===== config.mk =====
export PLATFORM = sky130hd
export DESIGN_NAME = dmem_arbiter
export DESIGN_NICKNAME = d
export VERILOG_FILES = /design/src/rtl/common.sv /design/src/rtl/dmem_arbiter.sv
export SDC_FILE = /design/constraint.sdc
export NUM_CORES = 1
export LEC_CHECK = 0
export BUFFER_PORTS_ARGS = -buffer_cell sky130_fd_sc_hd__buf_2
export CORE_AREA = 5 5 117 119
export CTS_CLUSTER_DIAMETER = 150
export DETAILED_ROUTE_END_ITERATION = 10
export DIE_AREA = 0 0 122 124
export GPL_TIMING_DRIVEN = 0
export PLACE_DENSITY = 0.5
export RECOVER_POWER = 50
export SLEW_MARGIN = 20
export SYNTH_ARGS = -nofsm -noshare
export SYNTH_HDL_FRONTEND = slang
export SYNTH_SLANG_ARGS = --single-unit

===== constraint.sdc =====
create_clock -name clk_i -period 4.2 [get_ports clk_i]
set_clock_uncertainty 0.05 [all_clocks]
set_input_delay 1.26 -clock clk_i [delete_from_list [all_inputs] [get_ports clk_i]]
set_output_delay 1.26 -clock clk_i [all_outputs]
set_load 0.05 [all_outputs]

===== src/rtl/common.sv =====
// Shared types for the data-memory path: identifies which requester owns an in-flight read.
package common;

  typedef enum logic [1:0] {
    OWNER_NONE = 2'd0,
    OWNER_CPU  = 2'd1,
    OWNER_DBG  = 2'd2
  } dmem_owner_t;

endpackage


===== src/rtl/dmem_arbiter.sv =====
// Shares the data-memory port between the CPU MA stage (priority) and a debug/DMA master.
// Latency: grant and dmem_* are combinational; read valid is tagged back one cycle after issue.
// Backpressure: dbg waits on dbg_ready_o; with DMEM_ARB_FAIRNESS_EN the CPU is stalled one cycle per forced grant.
module dmem_arbiter
  import common::*;
#(
  parameter int MAX_CPU_STREAK = 4
) (
  input  logic        clk_i,
  input  logic        reset_ni,
  input  logic [31:0] cpu_addr_i,
  input  logic        cpu_read_enable_i,
  input  logic [31:0] cpu_write_data_i,
  input  logic [3:0]  cpu_write_mask_i,
  output logic        cpu_ready_o,
  output logic [31:0] cpu_read_data_o,
  output logic        cpu_read_valid_o,
  input  logic        dbg_valid_i,
  input  logic [31:0] dbg_addr_i,
  input  logic        dbg_read_enable_i,
  input  logic [31:0] dbg_write_data_i,
  input  logic [3:0]  dbg_write_mask_i,
  output logic        dbg_ready_o,
  output logic [31:0] dbg_read_data_o,
  output logic        dbg_read_valid_o,
  output logic [31:0] dmem_addr_o,
  output logic        dmem_read_enable_o,
  output logic [31:0] dmem_write_data_o,
  output logic [3:0]  dmem_write_mask_o,
  input  logic [31:0] dmem_read_data_i
);

  if (MAX_CPU_STREAK < 1) begin : g_bad_streak
    $error("MAX_CPU_STREAK must be at least 1");
  end

  logic        cpu_req;
  logic        force_dbg;
  logic        grant_cpu;
  logic        grant_dbg;
  dmem_owner_t rd_owner_r;

  assign cpu_req   = cpu_read_enable_i | (|cpu_write_mask_i);
  assign grant_cpu = cpu_req & ~force_dbg;
  assign grant_dbg = dbg_valid_i & ~grant_cpu;

`ifdef DMEM_ARB_FAIRNESS_EN
  localparam int                  STREAK_W   = $clog2(MAX_CPU_STREAK + 1);
  localparam logic [STREAK_W-1:0] STREAK_MAX = STREAK_W'(MAX_CPU_STREAK);

  logic [STREAK_W-1:0] streak_r;

  assign force_dbg   = dbg_valid_i & (streak_r == STREAK_MAX);
  assign cpu_ready_o = ~force_dbg;

  // Counts CPU wins that made the secondary wait; saturates rather than wrapping.
  always_ff @(posedge clk_i or negedge reset_ni) begin
    if (!reset_ni) begin
      streak_r <= '0;
    end else if (!dbg_valid_i || grant_dbg) begin
      streak_r <= '0;
    end else if (grant_cpu && (streak_r != STREAK_MAX)) begin
      streak_r <= streak_r + STREAK_W'(1);
    end
  end
`else
  assign force_dbg   = 1'b0;
  assign cpu_ready_o = 1'b1;
`endif

  assign dbg_ready_o = grant_dbg;

  always_comb begin
    dmem_addr_o        = '0;
    dmem_read_enable_o = 1'b0;
    dmem_write_data_o  = '0;
    dmem_write_mask_o  = '0;
    if (grant_cpu) begin
      dmem_addr_o        = cpu_addr_i;
      dmem_read_enable_o = cpu_read_enable_i;
      dmem_write_data_o  = cpu_write_data_i;
      dmem_write_mask_o  = cpu_write_mask_i;
    end else if (grant_dbg) begin
      // A secondary access is either a read or a write, never both.
      dmem_addr_o        = dbg_addr_i;
      dmem_read_enable_o = dbg_read_enable_i;
      dmem_write_data_o  = dbg_write_data_i;
      dmem_write_mask_o  = dbg_read_enable_i ? 4'b0000 : dbg_write_mask_i;
    end
  end

  // Tag of the read whose data appears on dmem_read_data_i next cycle.
  always_ff @(posedge clk_i or negedge reset_ni) begin
    if (!reset_ni) begin
      rd_owner_r <= OWNER_NONE;
    end else if (grant_cpu && cpu_read_enable_i) begin
      rd_owner_r <= OWNER_CPU;
    end else if (grant_dbg && dbg_read_enable_i) begin
      rd_owner_r <= OWNER_DBG;
    end else begin
      rd_owner_r <= OWNER_NONE;
    end
  end

  assign cpu_read_data_o  = dmem_read_data_i;
  assign dbg_read_data_o  = dmem_read_data_i;
  assign cpu_read_valid_o = (rd_owner_r == OWNER_CPU);
  assign dbg_read_valid_o = (rd_owner_r == OWNER_DBG);

endmodule


==> results of run 1 <==
==> routing by layer <==
metal	part of all wire	vias up	GRT usage
met5	0	-	0
met3	0.085	4	0.02361
met2	0.52	157	0.2379
li1	-	1584	-
met4	0.0042	0	0.01611
met1	0.39	1411	0.1514
==> path summary, 6_finish.rpt <==
| kind | startpoint | to | slack [ns] | cells after the start |
|---|---|---|---|---|
| max | cpu_write_mask_i[2] | dmem_addr_o[24] | 0.04 | 6 |
| min | reset_ni | rd_owner_r[0]$_DFF_PN0_ | 0.77 | 1 |
| max in group asynchronous | reset_ni | rd_owner_r[1]$_DFF_PN0_ | 3.19 | 1 |
| min in group clk_i | dbg_read_enable_i | rd_owner_r[1]$_DFF_PN0_ | 1.27 | 2 |
==> where the power goes <==
| part | internal (mW) | switching (mW) | leakage, nW |
|---|---|---|---|
| clock | 0.121 | 0.0210 | 0.0370 |
| combinational | 0.166 | 0.394 | 1.70 |
| sequential | 0.0200 | 0.000223 | 0.0256 |
==> through the flow <==
| step | setup TNS (ns) | instance area, um^2 | setup slack, ns | instances | utilization |
|---|---|---|---|---|---|
| 6_report | 0 | 3616 | 0.04118 | 757 | 0.2901 |
| 5_1_grt | -0.0003069 | 3616 | -0.0003069 | 757 | 0.2901 |
| 4_1_cts | 0 | 3674 | 0.01501 | 757 | 0.2947 |
| 3_5_place_dp | -0.2132 | 3595 | -0.1094 | 755 | 0.2884 |
| 3_3_place_gp | -0.1515 | 3595 | -0.1443 | 755 | 0.2884 |
| 2_1_floorplan | -21.50 | 2003 | -0.4299 | 308 | - |
==> cell usage in the layout (no fill, tap or decap) <==
cell type / count
o21ai_1: 17
buf_6: 9
buf_4: 69
clkbuf_4: 6
conb_1: 1
and2_1: 1
and3_1: 1
buf_8: 5
nor2_1: 1
or4_4: 1
o21ai_0: 47
nor2b_1: 3
o31ai_1: 49
nand2_1: 64
clkbuf_1: 84
dfrtp_1: 2
o31ai_2: 15
clkbuf_16: 3
buf_2: 202
a31o_2: 5
==> worst max-delay path, stage by stage <==
cell	delay (ns)
buf_2	0.10
or4_4	0.55
buf_6	0.19
buf_8	0.15
o31ai_1	0.26
buf_2	0.31
==> synth_stat cells, types with 2 or more instances <==
cell	n
nor2b_1	3
o21ai_0	48
a31o_2	5
buf_4	65
clkbuf_1	21
o21ai_1	16
nand2_1	64
dfrtp_1	2
o31ai_1	64
buf_8	5
buf_6	9
==> area by class of cell <==
cell class | instances | area share
Clock buffer | 3 | 0.02076
Timing Repair Buffer | 275 | 0.3654
Tap cell | 172 | 0.05952
Sequential cell | 2 | 0.01384
Buffer | 100 | 0.2059
Multi-Input combinational cell | 205 | 0.3346
==> kinds of logic (layout without fill, tap and decap cells) <==
kind of cell | Yosys count | count (layout) | synth area share
buffers and inverters | 101 | 378 | 0.3871
DFF | 2 | 2 | 0.02589
and+or+nand+nor | 71 | 71 | 0.1482
AOI/OAI and AO/OA | 133 | 133 | 0.4369
other | 1 | 1 | 0.001940
==> flow_metrics.py, run 1 <==
metrics = {
    "cells_and_area": {
        "syn_to_final_growth_pct": 87.06,
        "nFillCells": 1431,
        "final_layout_size_suffix_gt1_frac": 0.5385,
        "multiInputGateArea_um2": 1210,
        "reg_top3": "rd_owner_r: 2 flops",
        "seq_area_um2": 50.05,
        "nets": 760,
        "top_register": "rd_owner_r",
        "antennaDiodeCount": 0,
        "largest_reg_flops": 2,
    },
    "sta": {
        "hold_violations": 0,
        "hold_slack_ns": 0.7717,
        "timing.fmax_mhz": 240.5,
        "setup_viol": 0,
        "relSlewSlack": 0.5366,
        "slew_viol_final": 0,
        "min_period_ns": 4.159,
        "period_share": 0.9902,
        "worst_slew_pin_slew_ns": 0.6951,
    },
    "synthesis": {
        "synth_ff_type": "dfrtp_1",
        "synth_cell_type_count": 17,
        "yosysSeqAreaShare": 0.02589,
        "synth_edf_count": 0,
        "synth_nets": 481,
        "synth.avg_cell_area_um2": 6.276,
        "synth-seq-cells": 2,
        "ys_top_cells_by_area": "buf_4, o31ai_1, o21ai_0",
        "async_flop_share": 1.000,
        "netlist_area_um2": 1933,
        "synth_top_area_frac": 0.2524,
        "ys_warn_count": 0,
        "synth_area_leader_cell": "buf_4",
        "syn_inst": 308,
    },
    "grt": {
        "grt_max_degree": 15,
        "grt.total_usage": 0.1258,
        "overflow": 0,
        "grt_pass1_vias": 3267,
        "grt_pass1_wl_um": 15840,
        "antenna_found_initial": 0,
    },
    "pwr": {
        "power_density_nw_per_um2": 199.8,
        "power_mw": 0.7225,
        "p_leak_nw": 1.760,
        "irDropWorstVdd_v": 0.00009459,
    },
    "drt": {
        "ant_nets": 0,
        "drt_wl_total_um": 10900,
        "num_vias": 3156,
        "vias_per_cell": 4.169,
        "drcViolationCount": 0,
        "firstDrtPassIters": 4,
        "wl_per_cell_um": 14.40,
        "first_iter_violations": 74,
    },
    "flow_run": {
        "drv_cap": 0,
    },
    "clock_network": {
        "postCtsResizedCells": 2,
        "holdBufCountCts": 0,
        "clkTransAtPathRegs_ns": 0.03,
        "cts_sinks": 2,
        "cts_max_path_buffers": 2,
        "post_cts_buffers": 0,
        "ctsHtreeMaxLevel": 1,
        "cts_tree": "built",
        "root_buffer": "clkbuf_16",
        "numCtsBuffers": 3,
    },
    "placed_design": {
        "dpl.hpwl_um": 9513,
        "portBuffers": 275,
        "gp_congestion": 0.7443,
    },
    "die": {
        "die_area_um2": 15130,
        "pin_count": 310,
        "rows": 41,
        "initial_core_util": 0.1551,
        "dieHeight_um": 124,
        "core_um2": 12470,
        "die_w_um": 122,
    },
    "worst_hold_path": {
        "hp-class": "input port to async pin",
    },
    "setup_path": {
        "cp.arrival_ns": 2.85,
        "crit_path_end_kind": "output pin",
        "crit_type": "input port to output pin",
        "cp-start-kind": "input port",
        "critical_path.max_fanout": 10,
        "required_ns": 2.89,
    },
    "outcome": {
        "status": "finished clean",
    },
}
No activity file was read; power rests on OpenSTA's default activity.
==> run 2: changes to the inputs <==
--- a/config.mk
+++ b/config.mk
@@ -6,12 +6,14 @@
 export NUM_CORES = 1
 export LEC_CHECK = 0
 export BUFFER_PORTS_ARGS = -buffer_cell sky130_fd_sc_hd__buf_2
-export CORE_AREA = 5 5 117 119
+export CELL_PAD_IN_SITES_DETAIL_PLACEMENT = 1
+export CELL_PAD_IN_SITES_GLOBAL_PLACEMENT = 2
+export CORE_MARGIN = 5
+export CORE_UTILIZATION = 12
 export CTS_CLUSTER_DIAMETER = 150
 export DETAILED_ROUTE_END_ITERATION = 10
-export DIE_AREA = 0 0 122 124
 export GPL_TIMING_DRIVEN = 0
-export PLACE_DENSITY = 0.5
+export PLACE_DENSITY = 0.89
 export RECOVER_POWER = 50
 export SLEW_MARGIN = 20
 export SYNTH_ARGS = -nofsm -noshare
==> constraint.sdc (replaced) <==
create_clock -name clk_i -period 4.2 [get_ports clk_i]
set_clock_uncertainty 0.05 [all_clocks]
set_input_delay 0.42 -clock clk_i [delete_from_list [all_inputs] [get_ports clk_i]]
set_output_delay 0.42 -clock clk_i [all_outputs]
set_load 0.05 [all_outputs]
==> run 2 against run 1 <==
Compared with the run above: wire length increased by 16%; final cell count increased by 6.2%; critical path depth unchanged; utilization decreased by 6.4 points; first-iteration DRC count increased by 6.8%; global-route usage decreased by 0.59 points; maximum frequency increased by 55%; flip-flop and latch count unchanged; hold slack got worse by 0.29 ns; largest power group unchanged.
==> flow_metrics.py, run 2 (synthesis results as in run 1) <==
metrics = {
    "outcome": {
        "status": "finished clean",
    },
    "cells_and_area": {
        "final_layout_size_suffix_gt1_frac": 0.5026,
        "top_register": "rd_owner_r",
        "layout.cells.most_common_list": "buf_2, clkbuf_1, buf_4, nand2_1, o31ai_1",
        "fin_util": 0.2261,
        "fin_cells": 804,
        "largest_reg_flops": 2,
        "syn_to_final_growth_pct": 85.11,
        "multiInputGateArea_um2": 1131,
        "layout_commonest_cell": "buf_2",
        "nFillCells": 2131,
        "seq_area_um2": 50.05,
        "reg_top3": "rd_owner_r: 2 flops",
        "nets": 762,
    },
    "setup_path": {
        "cp-start-kind": "input port",
        "crit_path_end_kind": "output pin",
        "critical_path.max_fanout": 10,
        "required_ns": 3.73,
        "crit_type": "input port to output pin",
        "cp.arrival_ns": 2.21,
    },
    "drt": {
        "wl_per_cell_um": 15.77,
        "firstDrtPassIters": 4,
        "wl_met1_um": 4791,
        "wl_met3_um": 1313,
        "first_iter_violations": 79,
        "vias_per_cell": 4.053,
        "drt_wl_total_um": 12680,
        "ant_nets": 0,
        "num_vias": 3259,
        "dr_wl_met2_um": 6409,
        "highest_layer": "met5",
        "drcViolationCount": 0,
    },
    "sta": {
        "setup_viol": 0,
        "slew_viol_final": 0,
        "rsz0062_at_grt": "false",
        "final.setup.worst_slack_ns": 1.517,
        "tns_ns": 0,
        "hold_violations": 0,
        "period_share": 0.6389,
        "worst_slew_pin_slew_ns": 0.6478,
        "timing.fmax_mhz": 372.7,
        "relSlewSlack": 0.5700,
        "min_period_ns": 2.683,
    },
    "grt": {
        "grt_pass1_vias": 3442,
        "antenna_found_initial": 1,
        "grt.total_usage": 0.1200,
        "grt_pass1_wl_um": 17910,
        "grt_max_degree": 11,
        "overflow": 0,
    },
    "clock_network": {
        "cts_tree": "built",
        "ctsHtreeMaxLevel": 1,
        "cts_max_path_buffers": 2,
        "root_buffer": "clkbuf_16",
        "clkTransAtPathRegs_ns": 0.03,
        "post_cts_buffers": 0,
        "postCtsResizedCells": 0,
        "cts_sinks": 2,
        "numCtsBuffers": 3,
    },
    "placed_design": {
        "gp_congestion": 0.7488,
        "dpl_worst_slack_ns": 1.509,
        "dp.cells": 799,
        "dpl.hpwl_um": 10970,
        "portBuffers": 275,
    },
    "die": {
        "initial_core_util": 0.1221,
        "rows": 46,
        "die_w_um": 136.9,
        "die_area_um2": 18750,
        "dieHeight_um": 136.9,
        "core_um2": 15830,
        "pin_count": 310,
    },
    "pwr": {
        "p_leak_nw": 1.728,
        "irDropWorstVdd_v": 0.00007076,
        "power_density_nw_per_um2": 200.9,
    },
    "worst_hold_path": {
        "hp-class": "input port to async pin",
    },
    "flow_run": {
        "drv_cap": 0,
    },
}
-- run 2: cell count changes in the layout (fill, tap and decap cells not counted) --
cell           delta
buf_2             +6
buf_4             -4
clkbuf_1          +5
clkbuf_4          -6
diode_2           +1
dlygate4sd3_1     +1
o21ai_0           +1
o21ai_1           -1
o31ai_1          +15
o31ai_2          -15
or4_1             +1
or4_4             -1
-- run 2: repair_timing --
item | in CTS | in global routing
hold buffers | 1 | 0
setup endpoints to repair | 0 | 0
endpoints found under the hold margin | 2 | 0
-- run 2: power by group --
part           internal [mW]  switching (mW)
logic                  0.161           0.395
clock network          0.121          0.0221
registers             0.0200        0.000224
-- run 2: per-stage QoR --
step / power (mW) / hold WS (ns) / instance area, um^2
global placement: 0.5859 / 0.1542 / 3580
finish: 0.7191 / 0.4861 / 3578
global route: 0.7575 / 0.4896 / 3576
floorplan: 0.4258 / 0.07441 / 1933
CTS: 0.7381 / 0.4921 / 3665
detailed placement: 0.5899 / 0.1568 / 3580
-- run 2: routing by layer --
layer	track usage	up-vias
li1	-	1592
met1	0.1342	1485
met2	0.2237	166
met3	0.03640	14
met4	0.02328	2
met5	0	-
-- run 2: final cells by class --
cell class                 instances  area share
antenna                            1   0.0006993
buffer                           101      0.2087
clock buffer                       3     0.02098
multi-input combinational        205      0.3161
sequential                         2     0.01399
tap                              216     0.07552
timing repair buffer             276      0.3640
-- run 2: worst max-delay path, cell delays in order --
cell     delay [ns]
buf_2          0.11
or4_1          0.60
buf_6          0.22
buf_8          0.15
o31ai_1        0.36
buf_2          0.34
-- run 2: worst paths after layout --
| path | start | end | slack (ns) | cells after the start |
|---|---|---|---|---|
| max | cpu_write_mask_i[2] | dmem_addr_o[30] | 1.52 | 6 |
| min | reset_ni | rd_owner_r[0]$_DFF_PN0_ | 0.49 | 2 |
| max in group asynchronous | reset_ni | rd_owner_r[1]$_DFF_PN0_ | 3.49 | 2 |
| min in group clk_i | dbg_read_enable_i | rd_owner_r[1]$_DFF_PN0_ | 0.54 | 2 |
